## config.mk

```make
export PLATFORM = sky130hd
export DESIGN_NAME = dropout_lanes_flat
export DESIGN_NICKNAME = d
export VERILOG_FILES = /design/src/rtl/dropout_lanes_if.sv /design/src/rtl/dropout_lanes.sv /design/src/flat_wrapper.sv
export SDC_FILE = /design/constraint.sdc
export NUM_CORES = 2
export LEC_CHECK = 0
export ABC_CLOCK_PERIOD_IN_PS = 9700
export BUFFER_PORTS_ARGS = -buffer_cell sky130_fd_sc_hd__buf_2
export CORE_ASPECT_RATIO = 0.8
export CORE_UTILIZATION = 69
export DETAILED_ROUTE_END_ITERATION = 12
export PLACE_DENSITY_LB_ADDON = 0.3
export SYNTH_ARGS = -nofsm -noshare
export SYNTH_HDL_FRONTEND = slang
export SYNTH_SLANG_ARGS = --single-unit
```

## constraint.sdc

```tcl
create_clock -name clk -period 9.7 [get_ports clk]
set_input_delay 0.485 -clock clk [delete_from_list [all_inputs] [get_ports clk]]
set_output_delay 0.485 -clock clk [all_outputs]
set_load 0.02 [all_outputs]
```

## src/rtl/dropout_lanes_if.sv

```systemverilog
// Stream bus for dropout_lanes: the input beat channel and the output beat/mask channel.
interface dropout_lanes_if #(
    parameter int DATA_WIDTH = 8,
    parameter int LANES      = 4
);
    // Both channels: a beat transfers on a rising clk edge where valid & ready are both 1;
    // once valid is raised the sender holds valid and its payload stable until that edge.
    logic                          in_valid;
    logic                          in_ready;
    logic [LANES*DATA_WIDTH-1:0]   in_data;
    logic                          out_valid;
    logic                          out_ready;
    logic [LANES*DATA_WIDTH-1:0]   out_data;
    logic [LANES-1:0]              out_mask;

    modport slave (
        input  in_valid, in_data, out_ready,
        output in_ready, out_valid, out_data, out_mask
    );

    modport master (
        output in_valid, in_data, out_ready,
        input  in_ready, out_valid, out_data, out_mask
    );
endinterface

```

## src/rtl/dropout_lanes.sv

```systemverilog
// Multi-lane inverted dropout: per-lane Galois LFSR drop decision, keep scaling with saturation.
// Optional DROPOUT_STATS_EN adds stats_clear / drop_count (saturating dropped-lane counter).
module dropout_lanes #(
    parameter int          DATA_WIDTH  = 8,
    parameter int          LANES       = 4,
    parameter int          LFSR_WIDTH  = 32,
    parameter int          SCALE_WIDTH = 16,
    parameter int          FRAC_BITS   = 8,
    parameter logic [31:0] RESET_SEED  = 32'h0000_0001
) (
    input  logic                   clk,
    input  logic                   rst,
    input  logic                   training_mode,
    input  logic [15:0]            drop_thresh,
    input  logic [SCALE_WIDTH-1:0] scale,
    input  logic                   seed_load,
    input  logic [31:0]            seed_in,
`ifdef DROPOUT_STATS_EN
    input  logic                   stats_clear,
    output logic [31:0]            drop_count,
`endif
    dropout_lanes_if.slave         bus
);
    localparam int DW = DATA_WIDTH;
    localparam int PW = DATA_WIDTH + SCALE_WIDTH;
    localparam int BW = LANES * DATA_WIDTH;

    generate
        if (LFSR_WIDTH != 32) begin : g_bad_lfsr_width
            $error("dropout_lanes: LFSR_WIDTH must be 32");
        end
        if (LANES < 1 || LANES > 16) begin : g_bad_lanes
            $error("dropout_lanes: LANES must be in 1..16");
        end
    endgenerate

    function automatic logic [LFSR_WIDTH-1:0] lane_seed(input logic [31:0] base, input int idx);
        logic [31:0] v;
        v = base ^ (idx * 32'h9E37_79B9);
        return (v == 32'h0) ? 32'h1 : v;
    endfunction

    function automatic logic [LFSR_WIDTH-1:0] lfsr_step(input logic [LFSR_WIDTH-1:0] s);
        return s[0] ? ((s >> 1) ^ 32'h8020_0003) : (s >> 1);
    endfunction

    logic                   s1_adv;
    logic                   in_ready_w;
    logic                   hs;

    logic                   s1_valid_q;
    logic                   s1_train_q;
    logic [BW-1:0]          s1_data_q;
    logic [SCALE_WIDTH-1:0] s1_scale_q;
    logic [LANES-1:0]       s1_mask_q;

    logic                   s2_valid_q;
    logic [BW-1:0]          s2_data_q;
    logic [LANES-1:0]       s2_mask_q;

    logic [LFSR_WIDTH-1:0]  lfsr_q [LANES];
    logic [LFSR_WIDTH-1:0]  lfsr_d [LANES];
    logic [LANES-1:0]       mask_d;
    logic [BW-1:0]          res_d;
    logic [PW-1:0]          prod;
    logic [PW-1:0]          shifted;

    assign s1_adv     = !s2_valid_q || bus.out_ready;
    // Held low for the whole time rst is asserted, independent of pipeline state.
    assign in_ready_w = !rst && (!s1_valid_q || s1_adv);
    assign hs         = bus.in_valid && in_ready_w;

    // Mask uses the current (pre-advance, pre-reload) LFSR state of the accepted beat.
    always_comb begin
        mask_d = '0;
        lfsr_d = lfsr_q;
        for (int i = 0; i < LANES; i++) begin
            mask_d[i] = !training_mode || (lfsr_q[i][15:0] >= drop_thresh);
            if (seed_load) begin
                lfsr_d[i] = lane_seed(seed_in, i);
            end else if (hs && training_mode) begin
                lfsr_d[i] = lfsr_step(lfsr_q[i]);
            end
        end
    end

    always_ff @(posedge clk or posedge rst) begin
        if (rst) begin
            for (int i = 0; i < LANES; i++) begin
                lfsr_q[i] <= lane_seed(RESET_SEED, i);
            end
        end else begin
            lfsr_q <= lfsr_d;
        end
    end

    always_comb begin
        res_d   = '0;
        prod    = '0;
        shifted = '0;
        for (int i = 0; i < LANES; i++) begin
            prod    = PW'(s1_data_q[i*DW +: DW]) * PW'(s1_scale_q);
            shifted = prod >> FRAC_BITS;
            if (!s1_train_q) begin
                res_d[i*DW +: DW] = s1_data_q[i*DW +: DW];
            end else if (!s1_mask_q[i]) begin
                res_d[i*DW +: DW] = '0;
            end else if (|shifted[PW-1:DW]) begin
                res_d[i*DW +: DW] = '1;
            end else begin
                res_d[i*DW +: DW] = shifted[DW-1:0];
            end
        end
    end

    always_ff @(posedge clk or posedge rst) begin
        if (rst) begin
            s1_valid_q <= 1'b0;
            s1_train_q <= 1'b0;
            s1_data_q  <= '0;
            s1_scale_q <= '0;
            s1_mask_q  <= '0;
            s2_valid_q <= 1'b0;
            s2_data_q  <= '0;
            s2_mask_q  <= '0;
        end else begin
            if (in_ready_w) begin
                s1_valid_q <= bus.in_valid;
            end
            if (hs) begin
                s1_data_q  <= bus.in_data;
                s1_train_q <= training_mode;
                s1_scale_q <= scale;
                s1_mask_q  <= mask_d;
            end
            if (s1_adv) begin
                s2_valid_q <= s1_valid_q;
            end
            // Output payload only changes when a new beat moves in, so it is held under stall.
            if (s1_adv && s1_valid_q) begin
                s2_data_q <= res_d;
                s2_mask_q <= s1_mask_q;
            end
        end
    end

    assign bus.in_ready  = in_ready_w;
    assign bus.out_valid = s2_valid_q;
    assign bus.out_data  = s2_data_q;
    assign bus.out_mask  = s2_mask_q;

`ifdef DROPOUT_STATS_EN
    logic [31:0] drop_count_q;
    logic [4:0]  zeros;
    logic [32:0] drop_sum;

    always_comb begin
        zeros = '0;
        for (int i = 0; i < LANES; i++) begin
            zeros = zeros + {4'b0000, !s2_mask_q[i]};
        end
        drop_sum = {1'b0, drop_count_q} + 33'(zeros);
    end

    always_ff @(posedge clk or posedge rst) begin
        if (rst) begin
            drop_count_q <= '0;
        end else if (stats_clear) begin
            drop_count_q <= '0;
        end else if (s2_valid_q && bus.out_ready) begin
            drop_count_q <= drop_sum[32] ? 32'hFFFF_FFFF : drop_sum[31:0];
        end
    end

    assign drop_count = drop_count_q;
`endif
endmodule

```

## src/flat_wrapper.sv

```systemverilog
// flat-port wrapper written by rule: the top's interface ports become plain ports
module dropout_lanes_flat 
#(
    parameter int          DATA_WIDTH  = 8,
    parameter int          LANES       = 4,
    parameter int          LFSR_WIDTH  = 32,
    parameter int          SCALE_WIDTH = 16,
    parameter int          FRAC_BITS   = 8,
    parameter logic [31:0] RESET_SEED  = 32'h0000_0001
)
  (clk, rst, training_mode, drop_thresh, scale, seed_load, seed_in, bus_in_valid, bus_in_data, bus_out_ready, bus_in_ready, bus_out_valid, bus_out_data, bus_out_mask);
  dropout_lanes_if #(.DATA_WIDTH(DATA_WIDTH), .LANES(LANES)) bus_i ();
  input  logic clk;
  input  logic rst;
  input  logic training_mode;
  input  logic [15:0] drop_thresh;
  input  logic [SCALE_WIDTH-1:0] scale;
  input  logic seed_load;
  input  logic [31:0] seed_in;
  input wire logic [$bits(bus_i.in_valid)-1:0] bus_in_valid;
  input wire logic [$bits(bus_i.in_data)-1:0] bus_in_data;
  input wire logic [$bits(bus_i.out_ready)-1:0] bus_out_ready;
  output wire logic [$bits(bus_i.in_ready)-1:0] bus_in_ready;
  output wire logic [$bits(bus_i.out_valid)-1:0] bus_out_valid;
  output wire logic [$bits(bus_i.out_data)-1:0] bus_out_data;
  output wire logic [$bits(bus_i.out_mask)-1:0] bus_out_mask;
  assign bus_i.in_valid = bus_in_valid;
  assign bus_i.in_data = bus_in_data;
  assign bus_i.out_ready = bus_out_ready;
  assign bus_in_ready = bus_i.in_ready;
  assign bus_out_valid = bus_i.out_valid;
  assign bus_out_data = bus_i.out_data;
  assign bus_out_mask = bus_i.out_mask;
  dropout_lanes #(.DATA_WIDTH(DATA_WIDTH), .LANES(LANES), .LFSR_WIDTH(LFSR_WIDTH), .SCALE_WIDTH(SCALE_WIDTH), .FRAC_BITS(FRAC_BITS), .RESET_SEED(RESET_SEED)) u_core (.clk(clk), .rst(rst), .training_mode(training_mode), .drop_thresh(drop_thresh), .scale(scale), .seed_load(seed_load), .seed_in(seed_in), .bus(bus_i));
endmodule
```

==> results.md <==
- The number of clock buffers added by TritonCTS is 24.
- Setup violations remaining at the end of the flow were counted as 0.
- The master cell of the clock root buffer is clkbuf_16.
- The Yosys step of the flow raised 0 warnings.
- The post-synth design cell area is 27,160 um2.
- The clock-pin slew of the registers on the worst-case setup and hold paths is 0.07 ns.
- IR analysis of the VDD net gives a maximum drop of around 0.18 mV.
- The data required time at the worst endpoint is 10.12 ns.
- The maximum fanout count along the critical path is 33.
- The critical setup path kind is reg -> reg.
- The top-area cell type share of the netlist area is 0.2447.
- The max-capacitance violation count is 0.
- The signed area change from the synthesized netlist to the final layout is 6.435%.
- The final count of pins violating max slew is 0.
- The global-route total usage across every layer is 0.3755.
- The TritonCTS clock tree is yes.
- The wire length of the first global-routing pass is 120.6 mm.
- The time the final worst path needs with I/O delays and setup is 6.350 ns.
- Yosys attributes the largest share of cell area to fa_1 24%, dfrtp_1 15%, ha_1 11%.
- The total number of vias is 22.67k.
- Measured against its own limit, the worst slew margin works out to 0.1710.
- The post-cts hold buffer count is 0.
- The clock passes through at most 3 buffers.
- In this run the tool buffered the top-level ports with 139 buffer cells.
- In this run, the number of DRC markers left after iteration 0 of detailed routing was 1,984.
- The routability congestion estimate is 0.9964.
- The cell count after synthesis came out at roughly 3.1k.
- The hold violation count in the final report was 0.
- The kind of launch point of the worst setup path is a flop.
- Setup repair after global routing left no endpoint under its margin.
- The post-layout net count is 3,800.
- fa_1 takes more of the synthesized area than any other cell.
- The initialized floorplan defines 64 standard-cell rows.
- The total routed wirelength is about 74 mm.
- OpenSTA, run right after detailed placement, puts the worst setup slack at 3.506 ns.
- The I/O pin total is 140.
- The synthesized area divided by synthesized cell count is approximately 8.7 um2.
- The initial antenna violation count is 4.
- The iteration count of the initial detailed-routing pass is 6.
- The starting density of the core is 0.7052.
- The sequential-to-total area share from yosys stat is 0.2044.
- The number of setup buffers added after CTS is 0.
- The standby leakage power is 14.40 nW.
- The data arrival time at the worst-slack endpoint is 6.77 ns.
- The tree built by TritonCTS fans out to 219 sinks.
- The run finished with clean final reports.
- The average vias per placed instance is 6.149.
- The worst hold slack across all endpoints is 0.03727 ns.
- The chip height is around 180 um.
- The power per cell area is 283.1 nW/um2.
- The achievable clock frequency is ~0.16 GHz.
- For the pin with the worst max-slew slack, the measured transition is 1.244 ns.
- The number of global-route vias before repair is between 20k and 25k.
- In the synthesized netlist the async set-or-reset flop fraction comes to 1.000.
- The number of distinct library cell variants in the gate-level netlist after synthesis is between 80 and 90.
- Dividing the detail-routed wire length by the instance count gives 20.04 um.
- The setup clock skew after layout is 0.01458 ns.
- The tightest min-delay check is of the in -> async type.
- The primary flip-flop cell chosen by synthesis mapping is dfrtp_1.
- The total overflow left after global routing is 0.
- The DRC violation count after routing is 0.
- The die is 223.8 um wide.
- The post-route antenna net violation count is 0.
- The number of nets in the synthesized netlist is roughly 3.8k.
- In the final layout, the share of cells above drive strength 1 is 0.09287.
- In this run the number of H-tree levels came out at 1.
- In the finished design, the share of the clock period the worst path needs comes to 0.6546.
- The clock latency reported for the late side of the worst-skew pair is 0.57 ns.
- After clock tree synthesis, the repair step resized 0 gates.
- The total area inside the core boundary comes to 38,520 um2.
- The register bit count reported by yosys is roughly 220.
- The die covers approximately 40,000 um2.
- Setup slack closes at 3.350 ns.
- The HPWL after detailed placement is 52.78 mm.
- The worst setup path is captured at a flop.
- Counting flops with a built-in enable in the synthesized netlist gives 0.
- Adding up every negative setup slack in the final design gives 0 ns.
- Entering global routing, the biggest net connects just over 80 pins.
-- layout make-up --
class | instances | area [um2]
diodes | 3 | 7.507
clock buffers | 31 | 656.9
clock inverters | 12 | 157.7
fillers | 2784 | 9607
inverters | 370 | 1396
multi-input cells | 2359 | 19600
flip-flops and latches | 219 | 5552
well taps | 528 | 660.6
repair buffers | 164 | 883.3
-- path summary, 6_finish.rpt --
kind | endpoint | depth (start not counted) | from | slack, ns
min reg2reg | u_core.bus.out_mask[3] | 2 | u_core.bus.out_mask[3] | 0.48
max | u_core.bus.out_data[5] | 17 | u_core.s1_scale_q[5] | 3.35
min in group clk | u_core.s1_data_q[1] | 3 | bus_in_data[1] | 0.11
max reg2reg | u_core.bus.out_data[5] | 17 | u_core.s1_scale_q[5] | 3.35
min | u_core.s1_data_q[12] | 2 | rst | 0.04
max in group asynchronous | u_core.lfsr_q[117] | 4 | rst | 7.45
-- cells in the final DEF, fill, tap and decap left out, types with 5 or more instances in the layout --
| cell type | count |
|---|---|
| nand2_1 | 506 |
| and2_1 | 404 |
| inv_1 | 368 |
| fa_1 | 332 |
| ha_1 | 228 |
| dfrtp_1 | 162 |
| buf_2 | 139 |
| a21oi_1 | 131 |
| nor2_1 | 118 |
| o21ai_0 | 89 |
| a31oi_1 | 78 |
| dfstp_2 | 57 |
| mux2i_1 | 52 |
| a21o_1 | 40 |
| xnor2_1 | 36 |
| nand3_1 | 36 |
| and3_1 | 34 |
| nand4_1 | 29 |
| a21boi_0 | 25 |
| buf_4 | 25 |
| nor3_1 | 24 |
| clkbuf_16 | 24 |
| o21bai_1 | 19 |
| xor2_1 | 16 |
| nor2b_1 | 15 |
| nand2b_1 | 12 |
| nor4_1 | 11 |
| a211oi_1 | 11 |
| o21a_1 | 10 |
| o211ai_1 | 8 |
| a221oi_1 | 7 |
| and4_1 | 5 |
| o22ai_1 | 5 |
| o31ai_1 | 5 |
| o2111ai_1 | 5 |
-- per-stage QoR --
step,power [mW],utilization,cells,instance area (um2)
after floorplan,5.613,-,3111,27160
after global routing,8.936,0.7506,3686,28910
final,8.185,0.7506,3686,28910
after CTS,8.104,0.7504,3683,28900
after detailed placement,7.070,0.7292,3640,28090
after global placement,6.854,0.7292,3640,28090
-- metal layers --
metal	up-vias	share of wire	track usage
met5	-	0.00014	0
met1	11147	0.41	0.5226
met3	214	0.11	0.08369
met2	1213	0.45	0.5808
met4	2	0.036	0.1367
li1	10091	-	-
-- power by group --
group | internal [mW] | switching, mW
Sequential | 1.09 | 0.297
Combinational | 2.29 | 3.53
Clock | 0.560 | 0.421
-- Yosys cell counts, drive strengths merged (19+ instances only) --
master	count
nand2	508
and2	406
inv	369
fa	332
ha	228
dfrtp	162
clkbuf	147
a21oi	133
nor2	118
o21ai	90
a31oi	79
dfstp	57
mux2i	52
a21o	41
nand3	36
xnor2	36
and3	35
nand4	29
nor3	26
a21boi	25
o21bai	19
-- state kept, by name (all words and copies together) (netlist names) --
signal / flops
u_core.lfsr_q: 128
u_core.bus.out_data: 32
u_core.s1_data_q: 32
u_core.s1_scale_q: 16
u_core.bus.out_mask: 4
u_core.s1_mask_q: 4
u_core.bus.out_valid: 1
u_core.s1_train_q: 1
u_core.s1_valid_q: 1
-- worst max-delay path: stages, from the launching register on --
cell and delay (ns):
dfrtp_1 1.16, nand2_1 0.22, fa_1 0.48, inv_1 0.08, fa_1 0.44, fa_1 0.54, inv_1 0.05, fa_1 0.47
inv_1 0.04, ha_1 0.34, a21o_1 0.19, a31o_2 0.24, o41ai_2 0.63, mux2i_1 0.32, nand4_1 0.12, a2111oi_0 0.36
and3_1 0.38, a31oi_1 0.14
-- logic make-up (layout without fill, tap and decap cells) --
group | Yosys count | after routing | synth area share
XOR/XNOR | 52 | 52 | 0.01677
AND/OR/NAND/NOR | 1221 | 1221 | 0.2242
adder cells (fa/ha/maj) | 560 | 560 | 0.3497
flip-flops | 219 | 219 | 0.2044
buffers and inverters | 533 | 577 | 0.07499
multiplexers | 52 | 52 | 0.01916
other | 0 | 3 | 0
AO/OA/AOI/OAI | 474 | 474 | 0.1108
No activity file was read; power rests on OpenSTA's default activity.
